--- src/rtl/prod_bcd_conv.sv ---
// Sequential binary-to-BCD converter (shift-add-3, one bit per clock) with valid/ready on both sides.
// Optional build macro LZB_EN: blank leading zero digits to 4'hF when the result is loaded.
module prod_bcd_conv #(
    parameter int IN_W   = 16,
    parameter int DIGITS = 5
) (
    input  logic                  clk,
    input  logic                  rst,
    input  logic                  in_valid,
    output logic                  in_ready,
    input  logic [IN_W-1:0]       in_data,
    output logic                  out_valid,
    input  logic                  out_ready,
    output logic [4*DIGITS-1:0]   out_bcd,
    output logic                  busy
);
    localparam int BW = 4 * DIGITS;
    localparam int CW = (IN_W > 1) ? $clog2(IN_W) : 1;

    typedef enum logic [1:0] {IDLE, SHIFT, DONE} state_t;

    state_t          state;
    logic [IN_W-1:0] bin_sr;
    logic [BW-1:0]   bcd_sr;
    logic [BW-1:0]   bcd_adj;
    logic [BW-1:0]   bcd_next;
    logic [BW-1:0]   bcd_load;
    logic [CW-1:0]   cnt;

    // Per-digit +3 correction; digits are independent, no carry between nibbles.
    always_comb begin
        bcd_adj = '0;
        for (int k = 0; k < DIGITS; k++) begin
            if (bcd_sr[4*k +: 4] >= 4'd5)
                bcd_adj[4*k +: 4] = bcd_sr[4*k +: 4] + 4'd3;
            else
                bcd_adj[4*k +: 4] = bcd_sr[4*k +: 4];
        end
    end

    assign bcd_next = {bcd_adj[BW-2:0], bin_sr[IN_W-1]};

`ifdef LZB_EN
    // Units digit is never blanked, so a zero result still shows a single 0.
    function automatic logic [BW-1:0] blank_lz(input logic [BW-1:0] v);
        logic lead;
        lead     = 1'b1;
        blank_lz = v;
        for (int k = DIGITS - 1; k > 0; k--) begin
            if (lead && v[4*k +: 4] == 4'd0)
                blank_lz[4*k +: 4] = 4'hF;
            else
                lead = 1'b0;
        end
    endfunction

    assign bcd_load = blank_lz(bcd_next);
`else
    assign bcd_load = bcd_next;
`endif

    // Gated by rst so the port reads 0 throughout any reset cycle.
    assign in_ready = (state == IDLE) && !rst;

    always_ff @(posedge clk) begin
        if (rst) begin
            state     <= IDLE;
            bin_sr    <= '0;
            bcd_sr    <= '0;
            cnt       <= '0;
            out_bcd   <= '0;
            out_valid <= 1'b0;
            busy      <= 1'b0;
        end else begin
            case (state)
                IDLE: begin
                    if (in_valid) begin
                        bin_sr <= in_data;
                        bcd_sr <= '0;
                        cnt    <= CW'(IN_W - 1);
                        busy   <= 1'b1;
                        state  <= SHIFT;
                    end
                end
                SHIFT: begin
                    bcd_sr <= bcd_next;
                    bin_sr <= {bin_sr[IN_W-2:0], 1'b0};
                    if (cnt == '0) begin
                        out_bcd   <= bcd_load;
                        out_valid <= 1'b1;
                        busy      <= 1'b0;
                        state     <= DONE;
                    end else begin
                        cnt <= cnt - 1'b1;
                    end
                end
                DONE: begin
                    if (out_ready) begin
                        out_valid <= 1'b0;
                        state     <= IDLE;
                    end
                end
                default: state <= IDLE;
            endcase
        end
    end

endmodule

--- config.mk ---
export PLATFORM = sky130hd
export DESIGN_NAME = prod_bcd_conv
export DESIGN_NICKNAME = d
export VERILOG_FILES = /design/src/rtl/prod_bcd_conv.sv
export SDC_FILE = /design/constraint.sdc
export NUM_CORES = 1
export LEC_CHECK = 0
export ABC_AREA = 1
export CORE_ASPECT_RATIO = 1.25
export CORE_MARGIN = 10
export CORE_UTILIZATION = 45
export DETAILED_ROUTE_END_ITERATION = 8
export DONT_BUFFER_PORTS = 1
export GPL_TIMING_DRIVEN = 0
export PLACE_DENSITY = 0.63
export SYNTH_ARGS = -nofsm -noshare
export SYNTH_HDL_FRONTEND = slang
export SYNTH_SLANG_ARGS = --single-unit
--- constraint.sdc ---
create_clock -name clk -period 2.9 [get_ports clk]
set_input_delay 0.145 -clock clk [delete_from_list [all_inputs] [get_ports clk]]
set_output_delay 0.145 -clock clk [all_outputs]
set_load 0.03 [all_outputs]
* After elaboration in Yosys (flattened, before gate mapping)
Index checks and enable logic that the tools add are counted.
Storage, ports and cells: bits in registers 64, input port bits 20, word-level logic and storage cells 58
Operators by class: add/subtract/negate cells 6, $lt $le $gt $ge 5, equal/unequal tests 6, multiplexer cells 22, reduce and logical (&&, ||, !) cells 12
Operators by type and width (count):
- 20-bit one-hot mux with 2 select lines | 1
- 16-bit one-hot mux with 2 select lines | 1
- 4-bit 2-to-1 mux | 6
- 4-bit by 3-bit >= comparator with 1-bit output, second input constant | 5
- 20-bit 2-to-1 mux | 1
- 4-bit by 2-bit adder with 4-bit output, second input constant | 4
- 16-bit 2-to-1 mux | 1
- 3-bit AND reduction | 4
- 2-bit != test, second input constant | 4
- 4-bit one-hot mux with 2 select lines | 1
- 2-bit 2-to-1 mux | 3
- 2-bit one-hot mux with 3 select lines | 1
- 4-bit zero test | 1
- 1-bit 2-to-1 mux | 4
- 1-bit one-hot mux with 2 select lines | 2
- 2-bit AND reduction | 2
- 2-bit nonzero test | 2
- 4-bit by 1-bit subtractor with 4-bit output, second input constant | 1
- 3-bit by 2-bit adder with 3-bit output, second input constant | 1
- 3-bit 2-to-1 mux | 1
- 2-bit by 1-bit == test with 1-bit output, second input constant | 1
- 2-bit == test, second input constant | 1
- 2-bit zero test | 1
- 1-bit logical AND | 1
- 1-bit zero test | 1

* Depth between registers and ports, before layout
depth after elaboration 3, mapped depth 10

* Least setup slack after synthesis
OpenSTA, ideal clock, no wires.
path type reg2reg, from register cnt[0], to register out_bcd[17], library setup time 0.117 ns, arrival time 1.241 ns, data required time 2.783 ns, setup slack 1.541 ns, cell stages (with the launch flop) 11, clock period less this slack 1.359 ns, path through dfxtp_1 -> inv_1 -> ha_1 -> inv_1 -> nor2_1 -> nand2_1 -> nor2_4 -> inv_2 -> buf_2 -> a21oi_1 -> nor2_1
On the way: cells in the longest elaborated chain, start to end 2
Ends and longest elaborated chain:
- start, declared | line 28 | logic [CW-1:0] cnt;
- start signal, assigned | line 80 | cnt <= CW'(IN_W - 1);
- start signal, assigned | line 94 | cnt <= cnt - 1'b1;
- 4-bit zero test | line 88 | if (cnt == '0) begin
- 2-bit AND reduction (no source line)
- end signal, assigned | line 89 | out_bcd <= bcd_load;
- end, declared | line 14 | output logic [4*DIGITS-1:0] out_bcd,
No other way between the ends. A chain may end at the register's enable or synchronous reset.

* Worst setup path after layout
from register cnt[0], to register out_bcd[0]
Same word-level chain as after synthesis.

==> results.ini <==
[cts]
cts-root-buf = clkbuf_8
clock_latency_ns = 0.35
ctsResizeCount = 0
cts.path.max_buffers = 2
clock-sinks = 64
cts_inserted_buffers = 9
cts_setup_buffers = 0
clk_pin_slew_worst_paths_ns = 0.07
cts_tree = done
htreeDepth = 3
postCtsHoldBufs = 2

[hold_path]
hold_end = bin_sr[1]$_SDFFE_PP0P_
hold_class = in -> reg
worstHoldStart = in_data[1]
holdPathStages = 2

[route]
drt-pass1-iter-count = 4
wl_per_cell_um = 14.27
ant_nets = 0
via_per_inst = 5.223
drc = 0
vias = 2805
drtIter0Drc = 278
routed_wl_um = 7662

[floorplan]
io_pins = 43
die_h_um = 111.9
dieArea_um2 = 10460
start_util = 0.4627
coreArea_um2 = 6565
core.rowCount = 33
fp.dieW_um = 93.49

[timing]
hold_viol = 0
max_slew_margin = 0.5966
finalCriticalPeriod_ns = 1.571
tightest_slew_ns = 0.6051
final.setup_skew_ns = 0.01099
finalCritPeriodShare = 0.5417
tns_ns = 0
setup_slack_ns = 1.329
setup_viol = 0
drv_slew = 0
rsz0062_at_grt = false
clock.fmax_ghz = 0.6365

[global_routing]
grt_pass1_wl_um = 12450
antenna_found_initial = 0
grt_overflow_total = 0
grt_max_degree = 13
grt.total_usage = 0.1472
grt_pass1_vias = 2717

[setup_path]
path_cells = inv_1 > ha_1 > inv_1 > nor2_1 > nand2_1 > nor2_4 > inv_2 > buf_2 > nand2_1 > a21oi_1
endpoint_kind = flip-flop
critPathKind = reg -> reg
worstPathArrival_ns = 1.78
rrSetupSlack_ns = 1.33
worstReg2RegEnd = out_bcd[0]$_SDFFE_PP0P_
r2r_start = cnt[0]$_SDFFE_PP0P_
max_stage_delay_ns = 0.30
critical_path_required_ns = 3.11
critPathLaunchType = flip-flop
reg2reg_depth = 10
crit_fanout = 10
crit_slowest_cell = dfxtp_1

[yosys]
synth_common_cells = nand2_1, dfxtp_1, a21oi_1
syn_area_um2 = 3038
syn-num-nets = 463
ys_warn_count = 0
synth_area_per_cell_um2 = 7.032
synth_mux_area_frac = 0
synth-simple-area-share = 0.3147
synth_top_family_by_area = simple AND/OR/NAND/NOR gates
synthMostInstantiatedCell = nand2_1
synth_compound_area_frac = 0.1334
seq_area_frac_synth = 0.4217
async_reset_ff_frac = 0
ys_types = 23
synth_cells = 432
yosysTopAreaCell = dfxtp_1
synth_top_area_share = 0.4217
synth-edff-count = 0
yosys.area_share.adder = 0.04530
synthTopCellsByArea = dfxtp_1, nand2_1, a21oi_1
ys_ff_latch = 64
synth_xor_area_frac = 0
ys.flop_type = dfxtp_1

[power_and_ir_drop]
vdd_ir_drop_max_uv = 397.3
cellPowerDensity_nw_per_um2 = 613.0
leakage_nw = 1.408
switching_share = 0.2817
combPwrFrac = 0.133
finalPower_mw = 2.076
p_sw_uw = 584.9
clockPowerShare = 0.408
seq_power_share = 0.459
p_int_mw = 1.491

[flow_run]
drv_cap = 0

[cells_and_area]
multi_input_area_um2 = 1499
syn_to_final_growth_pct = 11.49
fill_cells = 649
nets = 476
drive_gt1_frac = 0.08222
seqCellArea_um2 = 1281
insertedDiodeCount = 0

[placed_design]
hpwl_um = 5420
place_ws_ns = 1.322
gp_congestion = 0.8621
io_buffers = 0

[outcome]
status = finished, final reports clean

==> sequential cells by signal, summed over array words and instances, names as in the netlist <==
register,count
state,2
bin_sr,16
bcd_sr,20
busy,1
cnt,4
out_valid,1
out_bcd,20
==> worst max-delay path by stage <==
stage          slack (ns)           startpoint                        to  cells after the start
6_report             1.33  cnt[0]$_SDFFE_PP0P_   out_bcd[0]$_SDFFE_PP0P_                     10
2_1_floorplan        1.54  cnt[0]$_SDFFE_PP0P_  out_bcd[17]$_SDFFE_PP0P_                     10
4_1_cts              1.31  cnt[0]$_SDFFE_PP0P_   out_bcd[0]$_SDFFE_PP0P_                     10
5_1_grt              1.17  cnt[0]$_SDFFE_PP0P_  out_bcd[19]$_SDFFE_PP0P_                     10
3_5_place_dp         1.32  cnt[0]$_SDFFE_PP0P_  out_bcd[17]$_SDFFE_PP0P_                     10
3_3_place_gp         1.33  cnt[0]$_SDFFE_PP0P_  out_bcd[17]$_SDFFE_PP0P_                     10
==> final cells by class <==
| type | count | share of cell area |
|---|---|---|
| Inverter | 37 | 0.04137 |
| Sequential cell | 64 | 0.3783 |
| Tap cell | 87 | 0.03214 |
| Clock buffer | 9 | 0.03657 |
| Multi-Input combinational cell | 311 | 0.4426 |
| Clock inverter | 7 | 0.02844 |
| Buffer | 20 | 0.03472 |
| Timing Repair Buffer | 2 | 0.005911 |
==> layout by cell type, fill, tap and decap left out, drive strengths merged <==
| master | instances |
|---|---|
| dfxtp | 64 |
| inv | 36 |
| o22ai | 2 |
| nand2 | 149 |
| nor3 | 1 |
| clkinv | 6 |
| ha | 11 |
| o21bai | 4 |
| nand3 | 51 |
| clkbuf | 13 |
| o21ai | 9 |
| nor2 | 9 |
| nand4 | 12 |
| buf | 16 |
| bufinv | 2 |
| a21oi | 62 |
| dlygate4sd3 | 2 |
| o31ai | 1 |
==> per-layer routing <==
metal  track usage  up-vias  share of wire
met1        0.1660     1276           0.44
met3       0.05847       10          0.070
li1              -     1452              -
met5             0        -              0
met4       0.05979        0          0.014
met2        0.2400       67           0.48
==> worst max-delay path: cells and delay by family (launching register included) <==
| family | cells | cell delay, ns |
|---|---|---|
| AOI/OAI and AO/OA | 1 | 0.08 |
| adders and majority gates | 1 | 0.19 |
| buffers and inverters | 4 | 0.43 |
| DFF | 1 | 0.30 |
| and+or+nand+nor | 4 | 0.45 |
==> power groups by stage <==
stage,Clock [mW],Combinational (mW),Sequential (mW)
finish,0.847,0.276,0.953
global route,0.912,0.312,0.957
CTS,0.872,0.278,0.953
detailed placement,0,0.275,0.973
global placement,0,0.271,0.971
floorplan,0,0.211,0.966
==> cells by family after synthesis <==
family | Yosys count
AO/OA/AOI/OAI | 78
adder cells (fa/ha/maj) | 11
flip-flops | 64
AND/OR/NAND/NOR | 222
buffers and inverters | 57
==> stage by stage <==
step / area [um^2] / utilization / cells / hold slack (ns)
6_report: 3387 / 0.5159 / 537 / 0.01539
2_1_floorplan: 3038 / - / 432 / 0.2937
3_3_place_gp: 3147 / 0.4793 / 519 / 0.3014
4_1_cts: 3387 / 0.5159 / 537 / 0.001693
5_1_grt: 3387 / 0.5159 / 537 / 0.01807
3_5_place_dp: 3147 / 0.4793 / 519 / 0.3111
No activity file was read; power rests on OpenSTA's default activity.
